### src/rtl/rv32i_instruction_encoder.sv
// Builds RV32I machine words from field-level requests and streams them into
// instruction memory; expands LI into LUI/ADDI and emits the PAUSE hint.
module rv32i_instruction_encoder #(
   parameter int ADDR_WIDTH = 10,
   parameter int BASE_ADDR  = 0
) (
   input  logic                  clk,
   input  logic                  reset,
   input  logic                  flush,
   input  logic                  in_valid,
   output logic                  in_ready,
   input  logic [3:0]            in_kind,
   input  logic [2:0]            in_fn3,
   input  logic [6:0]            in_fn7,
   input  logic [4:0]            in_rd,
   input  logic [4:0]            in_rs1,
   input  logic [4:0]            in_rs2,
   input  logic [31:0]           in_imm,
   output logic                  mem_we,
   output logic [ADDR_WIDTH-1:0] mem_addr,
   output logic [31:0]           mem_wdata,
   input  logic                  mem_ready,
   output logic                  err,
   output logic [ADDR_WIDTH:0]   word_count
);

   localparam logic [3:0] KIND_R     = 4'd0;
   localparam logic [3:0] KIND_I     = 4'd1;
   localparam logic [3:0] KIND_LOAD  = 4'd2;
   localparam logic [3:0] KIND_STORE = 4'd3;
   localparam logic [3:0] KIND_BR    = 4'd4;
   localparam logic [3:0] KIND_LUI   = 4'd5;
   localparam logic [3:0] KIND_AUIPC = 4'd6;
   localparam logic [3:0] KIND_JAL   = 4'd7;
   localparam logic [3:0] KIND_JALR  = 4'd8;
   localparam logic [3:0] KIND_LI    = 4'd9;
   localparam logic [3:0] KIND_PAUSE = 4'd10;

   localparam logic [6:0] OP_R     = 7'b0110011;
   localparam logic [6:0] OP_I     = 7'b0010011;
   localparam logic [6:0] OP_LOAD  = 7'b0000011;
   localparam logic [6:0] OP_STORE = 7'b0100011;
   localparam logic [6:0] OP_BR    = 7'b1100011;
   localparam logic [6:0] OP_LUI   = 7'b0110111;
   localparam logic [6:0] OP_AUIPC = 7'b0010111;
   localparam logic [6:0] OP_JAL   = 7'b1101111;
   localparam logic [6:0] OP_JALR  = 7'b1100111;

   localparam logic [31:0]           PAUSE_WORD = 32'h0100_000F;
   localparam logic [ADDR_WIDTH-1:0] BASE_C     = ADDR_WIDTH'(BASE_ADDR);
   localparam logic [ADDR_WIDTH:0]   COUNT_MAX  = {(ADDR_WIDTH+1){1'b1}};

   typedef enum logic [1:0] {
      ST_IDLE     = 2'd0,
      ST_HOLD     = 2'd1,
      ST_HOLD_LUI = 2'd2
   } state_t;

   state_t                state_r;
   logic                  mem_we_r;
   logic [ADDR_WIDTH-1:0] mem_addr_r;
   logic [31:0]           mem_wdata_r;
   logic [31:0]           pend_r;
   logic [ADDR_WIDTH-1:0] offset_r;
   logic [ADDR_WIDTH:0]   word_count_r;
   logic                  err_r;

   logic [31:0] word0_s;
   logic [31:0] word1_s;
   logic        legal_s;
   logic        two_s;
   logic        shift_s;
   logic [19:0] li_hi_s;
   logic        accept_s;
   logic        retire_s;
   logic        load_s;

   function automatic logic fits_simm12(input logic [31:0] v);
      return (v[31:11] == 21'h00_0000) || (v[31:11] == 21'h1F_FFFF);
   endfunction

   function automatic logic fits_branch(input logic [31:0] v);
      return ((v[31:12] == 20'h0_0000) || (v[31:12] == 20'hF_FFFF)) && (v[0] == 1'b0);
   endfunction

   function automatic logic fits_jal(input logic [31:0] v);
      return ((v[31:20] == 12'h000) || (v[31:20] == 12'hFFF)) && (v[0] == 1'b0);
   endfunction

   function automatic logic [31:0] enc_i(input logic [11:0] imm, input logic [4:0] rs1,
                                         input logic [2:0] fn3, input logic [4:0] rd,
                                         input logic [6:0] op);
      return {imm, rs1, fn3, rd, op};
   endfunction

   function automatic logic [31:0] enc_u(input logic [19:0] imm, input logic [4:0] rd,
                                         input logic [6:0] op);
      return {imm, rd, op};
   endfunction

   // (imm + 0x800) >> 12: the +0x800 only carries into bit 12 when imm[11] is set
   assign li_hi_s  = in_imm[31:12] + {19'h0_0000, in_imm[11]};
   assign shift_s  = (in_fn3 == 3'b001) || (in_fn3 == 3'b101);

   assign in_ready = !reset && !flush &&
                     ((state_r == ST_IDLE) || ((state_r == ST_HOLD) && mem_ready));
   assign accept_s = in_valid && in_ready;
   assign retire_s = mem_we_r && mem_ready;
   assign load_s   = accept_s && legal_s;

   // Encode the offered request and judge its legality
   always_comb begin
      word0_s = 32'h0000_0000;
      word1_s = 32'h0000_0000;
      legal_s = 1'b1;
      two_s   = 1'b0;
      case (in_kind)
         KIND_R: word0_s = {in_fn7, in_rs2, in_rs1, in_fn3, in_rd, OP_R};
         KIND_I: begin
            if (shift_s) begin
               word0_s = {in_fn7, in_imm[4:0], in_rs1, in_fn3, in_rd, OP_I};
               legal_s = (in_imm[31:5] == 27'h000_0000) &&
                         ((in_fn7 == 7'h00) || ((in_fn7 == 7'h20) && (in_fn3 == 3'b101)));
            end else begin
               word0_s = enc_i(in_imm[11:0], in_rs1, in_fn3, in_rd, OP_I);
               legal_s = fits_simm12(in_imm);
            end
         end
         KIND_LOAD: begin
            word0_s = enc_i(in_imm[11:0], in_rs1, in_fn3, in_rd, OP_LOAD);
            legal_s = fits_simm12(in_imm);
         end
         KIND_STORE: begin
            word0_s = {in_imm[11:5], in_rs2, in_rs1, in_fn3, in_imm[4:0], OP_STORE};
            legal_s = fits_simm12(in_imm);
         end
         KIND_BR: begin
            word0_s = {in_imm[12], in_imm[10:5], in_rs2, in_rs1, in_fn3,
                       in_imm[4:1], in_imm[11], OP_BR};
            legal_s = fits_branch(in_imm);
         end
         KIND_LUI: begin
            word0_s = enc_u(in_imm[31:12], in_rd, OP_LUI);
            legal_s = (in_imm[11:0] == 12'h000);
         end
         KIND_AUIPC: begin
            word0_s = enc_u(in_imm[31:12], in_rd, OP_AUIPC);
            legal_s = (in_imm[11:0] == 12'h000);
         end
         KIND_JAL: begin
            word0_s = {in_imm[20], in_imm[10:1], in_imm[11], in_imm[19:12], in_rd, OP_JAL};
            legal_s = fits_jal(in_imm);
         end
         KIND_JALR: begin
            word0_s = enc_i(in_imm[11:0], in_rs1, 3'b000, in_rd, OP_JALR);
            legal_s = fits_simm12(in_imm);
         end
         KIND_LI: begin
            if (li_hi_s == 20'h0_0000) begin
               word0_s = enc_i(in_imm[11:0], 5'd0, 3'b000, in_rd, OP_I);
            end else if (in_imm[11:0] == 12'h000) begin
               word0_s = enc_u(li_hi_s, in_rd, OP_LUI);
            end else begin
               word0_s = enc_u(li_hi_s, in_rd, OP_LUI);
               word1_s = enc_i(in_imm[11:0], in_rd, 3'b000, in_rd, OP_I);
               two_s   = 1'b1;
            end
         end
         KIND_PAUSE: word0_s = PAUSE_WORD;
         default: legal_s = 1'b0;
      endcase
   end

   // Write-port FSM, address offset, retire counter and error pulse
   always_ff @(posedge clk) begin
      if (reset || flush) begin
         state_r      <= ST_IDLE;
         mem_we_r     <= 1'b0;
         mem_addr_r   <= BASE_C;
         mem_wdata_r  <= 32'h0000_0000;
         pend_r       <= 32'h0000_0000;
         offset_r     <= {ADDR_WIDTH{1'b0}};
         word_count_r <= {(ADDR_WIDTH+1){1'b0}};
         err_r        <= 1'b0;
      end else begin
         err_r <= accept_s && !legal_s;
         if (retire_s) begin
            offset_r   <= offset_r + ADDR_WIDTH'(1);
            mem_addr_r <= BASE_C + offset_r + ADDR_WIDTH'(1);
            if (word_count_r != COUNT_MAX) begin
               word_count_r <= word_count_r + (ADDR_WIDTH+1)'(1);
            end else begin
               word_count_r <= word_count_r;
            end
         end else begin
            offset_r   <= offset_r;
            mem_addr_r <= mem_addr_r;
         end
         case (state_r)
            ST_IDLE, ST_HOLD: begin
               if (load_s) begin
                  mem_we_r    <= 1'b1;
                  mem_wdata_r <= word0_s;
                  pend_r      <= word1_s;
                  state_r     <= two_s ? ST_HOLD_LUI : ST_HOLD;
               end else if (retire_s) begin
                  mem_we_r <= 1'b0;
                  state_r  <= ST_IDLE;
               end else begin
                  state_r <= state_r;
               end
            end
            ST_HOLD_LUI: begin
               if (retire_s) begin
                  mem_wdata_r <= pend_r;
                  state_r     <= ST_HOLD;
               end else begin
                  state_r <= ST_HOLD_LUI;
               end
            end
            default: begin
               mem_we_r <= 1'b0;
               state_r  <= ST_IDLE;
            end
         endcase
      end
   end

   assign mem_we     = mem_we_r;
   assign mem_addr   = mem_addr_r;
   assign mem_wdata  = mem_wdata_r;
   assign err        = err_r;
   assign word_count = word_count_r;

endmodule

### config.mk
export PLATFORM = sky130hd
export DESIGN_NAME = rv32i_instruction_encoder
export DESIGN_NICKNAME = d
export VERILOG_FILES = /design/src/rtl/rv32i_instruction_encoder.sv
export SDC_FILE = /design/constraint.sdc
export NUM_CORES = 1
export LEC_CHECK = 0
export ABC_AREA = 1
export CELL_PAD_IN_SITES_DETAIL_PLACEMENT = 2
export CELL_PAD_IN_SITES_GLOBAL_PLACEMENT = 2
export CORE_MARGIN = 2
export CORE_UTILIZATION = 24
export CTS_BUF_LIST = sky130_fd_sc_hd__clkbuf_4
export DETAILED_ROUTE_END_ITERATION = 10
export HOLD_SLACK_MARGIN = 0.05
export PLACE_DENSITY = 0.85
export SYNTH_ARGS = -nofsm -noshare
export SYNTH_HDL_FRONTEND = slang
export SYNTH_SLANG_ARGS = --single-unit
### constraint.sdc
create_clock -name clk -period 2.29 [get_ports clk]
set_input_delay 0.5725 -clock clk [delete_from_list [all_inputs] [get_ports clk]]
set_output_delay 0.5725 -clock clk [all_outputs]
set_load 0.01 [all_outputs]
==> results of run 1 <==
[critical path: stages]
cell	delay [ns]
buf_8	0.08
ha_4	0.16
ha_4	0.19
inv_4	0.05
nor2_4	0.21
nand3_4	0.12
nor2_4	0.17
xor2_2	0.19
nand2_2	0.10
nor2_4	0.23
buf_6	0.16
buf_12	0.11
nand4_1	0.12
nand2_1	0.12
nand2_1	0.09
nand2_1	0.10
nand2_1	0.08
a21oi_1	0.19
[cell type report]
cell class,instances,area share [%]
diodes,1,0.0282
clock buffers,10,0.847
clock inverters,6,0.480
inverters,93,4.04
multi-input cells,576,41.0
flip-flops and latches,74,16.7
well taps,265,3.74
repair buffers,324,33.2
[cell usage in the layout, fill, tap and decap left out, drive strengths merged, types with 3 or more instances in the layout]
| master | count |
|---|---|
| clkbuf | 18 |
| nor3 | 7 |
| nor2 | 101 |
| o22ai | 4 |
| clkdlybuf4s50 | 80 |
| buf | 207 |
| o21ai | 76 |
| dfxtp | 74 |
| a211oi | 3 |
| clkinv | 4 |
| dlygate4sd2 | 5 |
| xor2 | 5 |
| dlymetal6s2s | 17 |
| ha | 5 |
| a221oi | 11 |
| nor4 | 3 |
| clkdlybuf4s15 | 6 |
| a22oi | 12 |
| o221ai | 5 |
| nand4 | 23 |
| a21oi | 72 |
| inv | 93 |
| nand3 | 47 |
| nand2 | 191 |
[power by group through the flow]
| stage | Sequential [uW] | Clock, uW | Combinational, uW |
|---|---|---|---|
| 6_report | 1300 | 818 | 971 |
| 5_1_grt | 1300 | 876 | 997 |
| 4_1_cts | 1300 | 784 | 789 |
| 3_5_place_dp | 1320 | 0 | 741 |
| 3_3_place_gp | 1320 | 0 | 698 |
| 2_1_floorplan | 1330 | 0 | 249 |
[metrics by stage]
stage                     setup WS [ns]  instance area, um^2
after floorplan                 -0.0356                 4880
after global placement           -0.861                 7550
after detailed placement          -1.21                 7550
after CTS                       -0.0455                 8090
after global routing             -0.441                 8860
final                            -0.353                 8860
[repair_timing]
action,4_1_cts,5_1_grt
pin swaps,33,71
gates cloned,1,2
buffers inserted,16,20
gates resized for setup,154,178
endpoints found under the setup margin,53,53
[final timing paths]
kind | start | to | cells after the start
setup / recovery | in_imm[12] | mem_wdata[28] | 18
hold / removal | pend_r[18] | pend_r[18] | 2
setup reg to reg | state_r[1] | mem_wdata[19] | 6
hold reg to reg | pend_r[18] | pend_r[18] | 2
[sequential cells by signal, indices dropped and copies added, names as in the netlist]
signal and flops:
offset_r 10, err 1, mem_wdata 31, pend_r 18
word_count 11, mem_we 1, state_r 2
[kinds of logic (layout without fill, tap and decap cells)]
logic type      count (synthesis)  after routing  synth area share, %
xor+xnor                        6              6                 1.08
buf+inv                       122            433                 10.5
flops                          74             74                 30.6
compound gates                190            190                 22.2
simple gates                  375            375                 34.3
fa+ha+maj                       5              5                 1.29
other cells                     0              1                    0
[metal layers]
layer / track usage (%) / share of wire [%] / up-vias
met5: 0 / 0.033 / -
met4: 16.9 / 7.8 / 2
met3: 5.50 / 5.9 / 208
met2: 55.4 / 49 / 440
met1: 32.9 / 37 / 3796
li1: - / - / 3182
==> results.py, run 1 <==
metrics = {
    "run_status": {
        "outcome": "complete, but fails checks",
        "violations": "setup timing",
    },
    "power_and_ir_drop": {
        "p_sw_uw": 1150,
        "power_uw": 3090,
        "intPower_uw": 1940,
        "peakVddDrop_mv": 0.235,
        "pwr-share-clk_pct": 26.5,
        "leakage_uw": 0.00392,
        "share_comb_of_total_power_pct": 31.5,
        "switching_share_pct": 37.3,
        "power_frac_seq_pct": 42.0,
        "power_density_nw_per_um2": 349,
    },
    "timing": {
        "finalClockSkew_ns": 0.0271,
        "hold_slack_ns": 0.497,
        "tns_ns": -8.97,
        "rsz0062_at_grt": "yes",
        "hold_viol": 0,
        "max_freq_mhz": 378,
        "fin_crit_sh_pct": 115,
        "fin_crit_ns": 2.64,
        "worst_pin_slew_ns": 1.11,
        "setup_viol": 52,
        "setup_slack_ns": -0.353,
        "slew_viol_final": 0,
        "maxSlewHeadroom_pct": 25.8,
    },
    "critical_path": {
        "cp.required_ns": 2.70,
        "crit_type": "in2reg",
        "cp.arrival_ns": 3.06,
        "setup.worst_path.start_class": "input port",
        "reg2reg_slack_ns": 0.11,
        "critPathMaxFanout": 6,
        "end_kind": "register",
    },
    "placed_design": {
        "port_buffers": 121,
        "dpl.hpwl_mm": 22.4,
        "dp.cells": 1295,
        "gp_congestion": 0.867,
    },
    "floorplanning": {
        "io_pins": 122,
        "die_y_um": 146,
        "initial_utilization_pct": 24.7,
        "rows": 51,
        "die_w_um": 146,
        "core_area_um2": 19700,
        "dieArea_um2": 21300,
    },
    "finish": {
        "multi_input_comb_area_um2": 3630,
        "utilization_pct": 45.1,
        "drive_above_1_share_pct": 39.3,
        "fin_cells": 1349,
        "syn_to_final_growth_pct": 82.8,
        "fin_nets": 1149,
        "fillers": 2270,
        "regArea_um2": 1480,
    },
    "cts": {
        "cts.clk_slew.worst_paths_ns": 0.14,
        "cts_tree": "built",
        "clock_sinks": 74,
        "cts_buffers": 9,
        "clockRootBuffer": "clkbuf_4",
        "clk_latency_ns": 0.49,
        "clock_path_buffers": 2,
        "hold_buffers": 0,
        "cts_max_level": 3,
    },
    "routing": {
        "ant_nets": 0,
        "drt_wl_total_mm": 39.1,
        "dr.pass1.iters": 5,
        "vias": 7628,
        "drc": 0,
        "wire_per_inst_um": 29.0,
        "drt_iter0_markers": 563,
        "viasPerCell": 5.65,
    },
    "synthesis": {
        "synth_nets": 843,
        "synth_common_cells": "nand2_1, inv_1, nor2_1",
        "synth.most_common_cell": "nand2_1",
        "ys.warnings.count": 0,
        "synth_area_leaders": "dfxtp_1, nand2_1, o21ai_0",
        "synth_edf_count": 0,
        "async_reset_ff_share_pct": 0,
        "synth_top_area_share_pct": 30.6,
        "ys_ff_latch": 74,
        "synthDistinctLibCells": 40,
        "avgSynthCellArea_um2": 6.28,
        "yosysSeqAreaShare_pct": 30.6,
        "synthFlopType": "dfxtp_1",
        "synth_area_leader_cell": "dfxtp_1",
        "syn_inst": 772,
        "synth_area_um2": 4850,
    },
    "job": {
        "drv_cap": 0,
    },
    "global_routing": {
        "grt_pass1_vias": 8295,
        "grt_pass1_wl_mm": 50.1,
        "grt_antenna_before_repair": 2,
        "grt_overflow": 0,
        "grt_max_degree": 48,
        "grt_usage_pct": 30.3,
    },
    "worst_hold_path": {
        "hold_class": "reg2reg",
    },
}
No activity file was read; power rests on OpenSTA's default activity.
==> run 2: changes to the inputs <==
--- a/config.mk
+++ b/config.mk
@@ -7,4 +7,5 @@
 export LEC_CHECK = 0
 export ABC_AREA = 1
+export CAP_MARGIN = 20
 export CELL_PAD_IN_SITES_DETAIL_PLACEMENT = 2
 export CELL_PAD_IN_SITES_GLOBAL_PLACEMENT = 2
==> constraint.sdc (replaced) <==
create_clock -name clk -period 2.29 [get_ports clk]
set_input_delay 0.687 -clock clk [delete_from_list [all_inputs] [get_ports clk]]
set_output_delay 0.687 -clock clk [all_outputs]
set_load 0.01 [all_outputs]
==> run 2 against run 1 <==
  * The flow still finishes with violations (setup timing)
  * Wire length increased by 7.7%
  * Die area unchanged
  * Utilization increased by 0.66 points
  * Critical endpoint is now mem_wdata[27]
  * Sequential power about the same
  * Worst hold slack improved by 0.017 ns
==> results.py, run 2 (synthesized netlist as in run 1, its figures left out) <==
metrics = {
    "timing": {
        "hold_viol": 0,
        "max_freq_mhz": 352,
        "setup_viol": 52,
        "fin_crit_ns": 2.84,
        "slew_viol_final": 0,
        "finalClockSkew_ns": 0.0351,
        "worst_pin_slew_ns": 0.777,
        "rsz0062_at_grt": "yes",
        "hold_slack_ns": 0.515,
        "maxSlewHeadroom_pct": 48.1,
        "setup_slack_ns": -0.548,
        "fin_crit_sh_pct": 124,
        "tns_ns": -16.16,
    },
    "finish": {
        "diodes": 0,
        "fin_area_um2": 8990,
        "layout_commonest_cell": "buf_4",
        "utilization_pct": 45.7,
        "largest_reg_flops": 31,
        "drive_above_1_share_pct": 41.9,
        "fin_nets": 1152,
        "syn_to_final_growth_pct": 85.5,
        "final_cell_mix": "buf_4, nand2_1, inv_1, clkdlybuf4s50_1, dfxtp_1",
        "fillers": 2236,
    },
    "critical_path": {
        "setup.worst_path.start_class": "input port",
        "cp.required_ns": 2.71,
        "reg2regPathDepth": 10,
        "crit_type": "in2reg",
        "cp.arrival_ns": 3.26,
        "reg2reg_slack_ns": -0.06,
        "critPathMaxFanout": 5,
        "end_kind": "register",
        "r2r_end": "offset_r[9]",
        "r2r-start": "mem_we",
    },
    "routing": {
        "viasPerCell": 5.80,
        "drc": 0,
        "ant_nets": 0,
        "drt_iter0_markers": 774,
        "vias": 7832,
        "dr.pass1.iters": 5,
        "drt_wl_total_mm": 42.1,
        "wire_per_inst_um": 31.2,
    },
    "placed_design": {
        "port_buffers": 121,
        "dpl.hpwl_mm": 21.8,
        "placed_cell_area_um2": 7520,
        "dp_slack_ns": -1.26,
        "gp_congestion": 0.907,
    },
    "power_and_ir_drop": {
        "intPower_uw": 2040,
        "leakage_uw": 0.00385,
        "power_frac_seq_pct": 39.8,
        "power_density_nw_per_um2": 363,
        "pwr-share-clk_pct": 29.7,
        "p_sw_uw": 1230,
        "peakVddDrop_mv": 0.261,
        "share_comb_of_total_power_pct": 30.5,
        "switching_share_pct": 37.5,
    },
    "cts": {
        "cts_max_level": 3,
        "clk_latency_ns": 0.53,
        "cts_tree": "built",
        "cts.clk_slew.worst_paths_ns": 0.14,
        "hold_buffers": 0,
        "cts_buffers": 9,
        "clock_sinks": 74,
        "clock_path_buffers": 2,
        "clockRootBuffer": "clkbuf_4",
    },
    "floorplanning": {
        "initial_utilization_pct": 24.7,
        "dieArea_um2": 21300,
        "core_area_um2": 19700,
        "die_w_um": 146,
        "die_y_um": 146,
        "io_pins": 122,
        "rows": 51,
    },
    "run_status": {
        "outcome": "complete, but fails checks",
        "violations": "setup timing",
    },
    "worst_hold_path": {
        "hold_class": "reg2reg",
        "whs_path_depth": 2,
        "hp-start": "pend_r[18]",
        "worstHoldEndpoint": "pend_r[18]",
    },
    "global_routing": {
        "grt_pass1_wl_mm": 53.9,
        "grt_overflow": 0,
        "grt_usage_pct": 33.1,
        "grt_antenna_before_repair": 1,
        "grt_pass1_vias": 8310,
        "grt_max_degree": 48,
    },
    "job": {
        "drv_cap": 0,
    },
}
[run 2: cell count changes in the layout (fill, tap and decap cells not counted), moves of 8 or more]
cell / delta
buf_12: +10
buf_4: -8
clkdlybuf4s50_1: -8
o21ai_1: +8
o21ai_0: -13
dlygate4sd2_1: +14
dlymetal6s2s_1: -13
[run 2: critical path, stage by stage]
cell	delay, ns
buf_8	0.08
ha_4	0.17
ha_4	0.18
inv_4	0.04
nor2_4	0.23
nand2_4	0.13
nor2_1	0.16
nand2_1	0.08
nand2_1	0.15
nand2_4	0.09
nor2_4	0.21
buf_2	0.23
nand4_1	0.12
nand2_1	0.13
nand2_1	0.13
nand2_1	0.09
nand2_1	0.09
a21oi_2	0.22
[run 2: worst max path at each step]
stage,startpoint,end,slack [ns],cells past startpoint
finish,in_imm[11],mem_wdata[27],-0.55,18
global route,in_imm[11],mem_wdata[27],-0.59,17
global placement,in_imm[12],mem_wdata[31],-0.97,17
floorplan,in_imm[12],state_r[1],-0.15,15
CTS,in_imm[11],mem_wdata[26],-0.08,17
detailed placement,in_imm[11],mem_wdata[31],-1.26,18
[run 2: final cells by class]
cell class	instances	area (um^2)	area share, %
clock inverters	7	77.6	0.863
flip-flops and latches	74	1490	16.6
well taps	265	332	3.69
inverters	93	363	4.04
multi-input cells	577	3690	41.1
clock buffers	9	67.6	0.752
repair buffers	326	2970	33.0
[run 2: through the flow]
stage | std cells | total power, uW
floorplan | 772 | 1580
global placement | 1293 | 2020
detailed placement | 1293 | 2060
CTS | 1339 | 3040
global route | 1351 | 3350
finish | 1351 | 3260
[run 2: power by group through the flow]
stage / logic [uW] / registers (uW) / clock network [uW]
global route: 1010 / 1300 / 1040
finish: 995 / 1300 / 971
global placement: 692 / 1320 / 0
CTS: 822 / 1300 / 918
floorplan: 251 / 1330 / 0
detailed placement: 733 / 1320 / 0
[run 2: repair_timing]
| action | CTS | global route |
|---|---|---|
| setup buffers | 26 | 10 |
| cloned | 4 | 1 |
| pin swaps | 62 | 57 |
| gates resized for setup | 248 | 144 |
| endpoints found under the setup margin | 53 | 58 |
| endpoints found under the hold margin | 0 | 0 |
[run 2: metal layers]
metal / track usage, % / vias up / part of all wire, %
met1: 38.5 / 3884 / 37
met5: 0 / - / 0.036
met4: 18.5 / 2 / 6.9
met3: 6.72 / 208 / 7.2
li1: - / 3185 / -
met2: 56.9 / 553 / 49
==> run 3: changes to the inputs <==
SETUP_SLACK_MARGIN = 0.5   (was unset)
SKIP_CTS_REPAIR_TIMING = 1   (was unset)
==> run 3 against run 2 <==
  * The run still ends with setup timing left
  * Cell area decreased by 1.0%
  * Global-route usage down 8.7 points
  * Worst hold slack worse by 0.056 ns
  * Wire length is 15% lower
  * Total power shrank 5.9%
  * Sequential cell count did not move
  * Sequential share of layout area grew 0.41 points
  * Non-clock buffer count is 14 lower
  * Via count fell by 7.0%
  * Setup slack improved by 0.17 ns
  * Clock-buffer cell count is the same
  * Register-to-register slack gained 0.07 ns
  * Highest routed layer is now met4
==> results.py, run 3 (synthesized netlist as in run 1, its figures left out) <==
metrics = {
    "run_status": {
        "outcome": "complete, but fails checks",
        "violations": "setup timing",
    },
    "power_and_ir_drop": {
        "power_density_nw_per_um2": 345,
        "power_frac_seq_pct": 42.1,
        "pwr-share-clk_pct": 28.9,
        "switching_share_pct": 35.3,
        "peakVddDrop_mv": 0.211,
        "intPower_uw": 1990,
        "p_sw_uw": 1090,
        "share_comb_of_total_power_pct": 29.0,
        "leakage_uw": 0.00490,
    },
    "finish": {
        "layout_commonest_cell": "buf_4",
        "final_cell_mix": "buf_4, nand2_1, dlymetal6s2s_1, inv_1, o21ai_0",
        "fin_area_um2": 8900,
        "syn_to_final_growth_pct": 83.6,
        "fin_nets": 1139,
        "largest_reg_flops": 31,
        "fin_cells": 1339,
        "drive_above_1_share_pct": 39.5,
    },
    "global_routing": {
        "grt_pass1_wl_mm": 41.2,
        "grt_usage_pct": 24.4,
        "grt_pass1_vias": 7510,
        "grt_overflow": 0,
        "grtUsageMet1_pct": 28.4,
        "grt_use_met3_pct": 3.88,
        "grt_antenna_before_repair": 1,
        "grt_use_met2_pct": 45.4,
        "grt_max_degree": 48,
        "grt.busiest_layer": "met2",
    },
    "critical_path": {
        "cp.arrival_ns": 3.08,
        "reg2reg_slack_ns": 0.01,
        "r2r-start": "state_r[1]",
        "reg2regPathDepth": 7,
        "setup.worst_path.start_class": "input port",
        "critPathMaxFanout": 7,
        "crit_type": "in2reg",
        "cp.required_ns": 2.70,
        "r2r_end": "mem_wdata[31]",
        "end_kind": "register",
    },
    "job": {
        "drv_cap": 0,
    },
    "cts": {
        "clock_sinks": 74,
        "cts.clk_slew.worst_paths_ns": 0.14,
        "clockRootBuffer": "clkbuf_4",
        "cts_max_level": 3,
        "clk_latency_ns": 0.52,
        "cts_tree": "built",
        "clock_path_buffers": 2,
        "cts_buffers": 9,
    },
    "floorplanning": {
        "io_pins": 122,
        "dieArea_um2": 21300,
        "die_w_um": 146,
        "rows": 51,
        "core_area_um2": 19700,
        "initial_utilization_pct": 24.7,
        "die_y_um": 146,
    },
    "timing": {
        "worst_pin_slew_ns": 0.693,
        "fin_crit_ns": 2.66,
        "fin_crit_sh_pct": 116,
        "finalClockSkew_ns": 0.0258,
        "rsz0062_at_grt": "yes",
        "setup_viol": 51,
        "slew_viol_final": 0,
        "maxSlewHeadroom_pct": 53.8,
        "hold_viol": 0,
        "max_freq_mhz": 375,
        "tns_ns": -10.68,
        "setup_slack_ns": -0.375,
    },
    "worst_hold_path": {
        "hold_class": "reg2reg",
        "whs_path_depth": 1,
        "hp-start": "offset_r[4]",
        "worstHoldEndpoint": "offset_r[4]",
    },
    "routing": {
        "ant_nets": 0,
        "vias": 7282,
        "drt_iter0_markers": 393,
        "dr.pass1.iters": 5,
        "viasPerCell": 5.44,
        "drt_wl_total_mm": 35.9,
        "wire_per_inst_um": 26.8,
        "drc": 0,
    },
    "placed_design": {
        "port_buffers": 121,
        "gp_congestion": 0.880,
        "dpl.hpwl_mm": 21.7,
        "dp.cells": 1295,
        "placed_cell_area_um2": 7580,
        "dp_slack_ns": -1.16,
    },
}
==> run 3: final cells by class <==
type | instances | area [um^2]
antenna | 1 | 2.50
clock buffer | 9 | 67.6
clock inverter | 7 | 60.1
fill | 2256 | 10800
inverter | 93 | 362
multi-input combinational | 577 | 3610
sequential | 74 | 1510
tap | 265 | 332
timing repair buffer | 312 | 2950
timing repair inverter | 1 | 7.51
==> run 3: through the flow <==
step	utilization [%]	power [uW]	hold WS, ns
3_5_place_dp	38.6	2070	0.469
5_1_grt	45.3	3180	0.488
4_1_cts	39.2	2890	0.487
3_3_place_gp	38.6	2030	0.452
2_1_floorplan	-	1580	0.442
6_report	45.3	3070	0.459
==> run 3: critical path: stages <==
cell and delay (ns):
buf_6 0.09, ha_4 0.16, ha_4 0.18, nand3_4 0.09
nor2_4 0.19, nand3_1 0.11, nand2_1 0.09, nand2_1 0.10
nor2_1 0.19, nand2_2 0.09, nor2_4 0.25, nand3_4 0.22
nand3_4 0.16, nor2_4 0.07, clkbuf_16 0.18, a21oi_4 0.14
nor2_2 0.05
==> run 3: metal layers <==
layer | routed length (um) | up-vias
met5 | 0 | -
met4 | 1810 | 0
met3 | 1920 | 118
met2 | 18000 | 314
met1 | 14200 | 3680
li1 | - | 3170
==> run 3: power groups by stage <==
stage	clock network [uW]	registers (uW)	logic (uW)
6_report	889	1290	890
3_3_place_gp	0	1320	703
3_5_place_dp	0	1320	742
4_1_cts	850	1300	747
5_1_grt	951	1300	932
2_1_floorplan	0	1330	255
==> run 3: how the worst max path moves through the flow <==
stage	cells after the start	slack [ns]	startpoint	end
finish	17	-0.37	in_imm[12]	state_r[1]
global route	18	-0.44	in_imm[11]	mem_wdata[31]
CTS	16	-0.66	in_imm[12]	mem_wdata[24]
detailed placement	16	-1.16	in_imm[12]	mem_wdata[24]
global placement	16	-1.01	in_imm[12]	mem_wdata[27]
floorplan	15	-0.15	in_imm[12]	state_r[1]
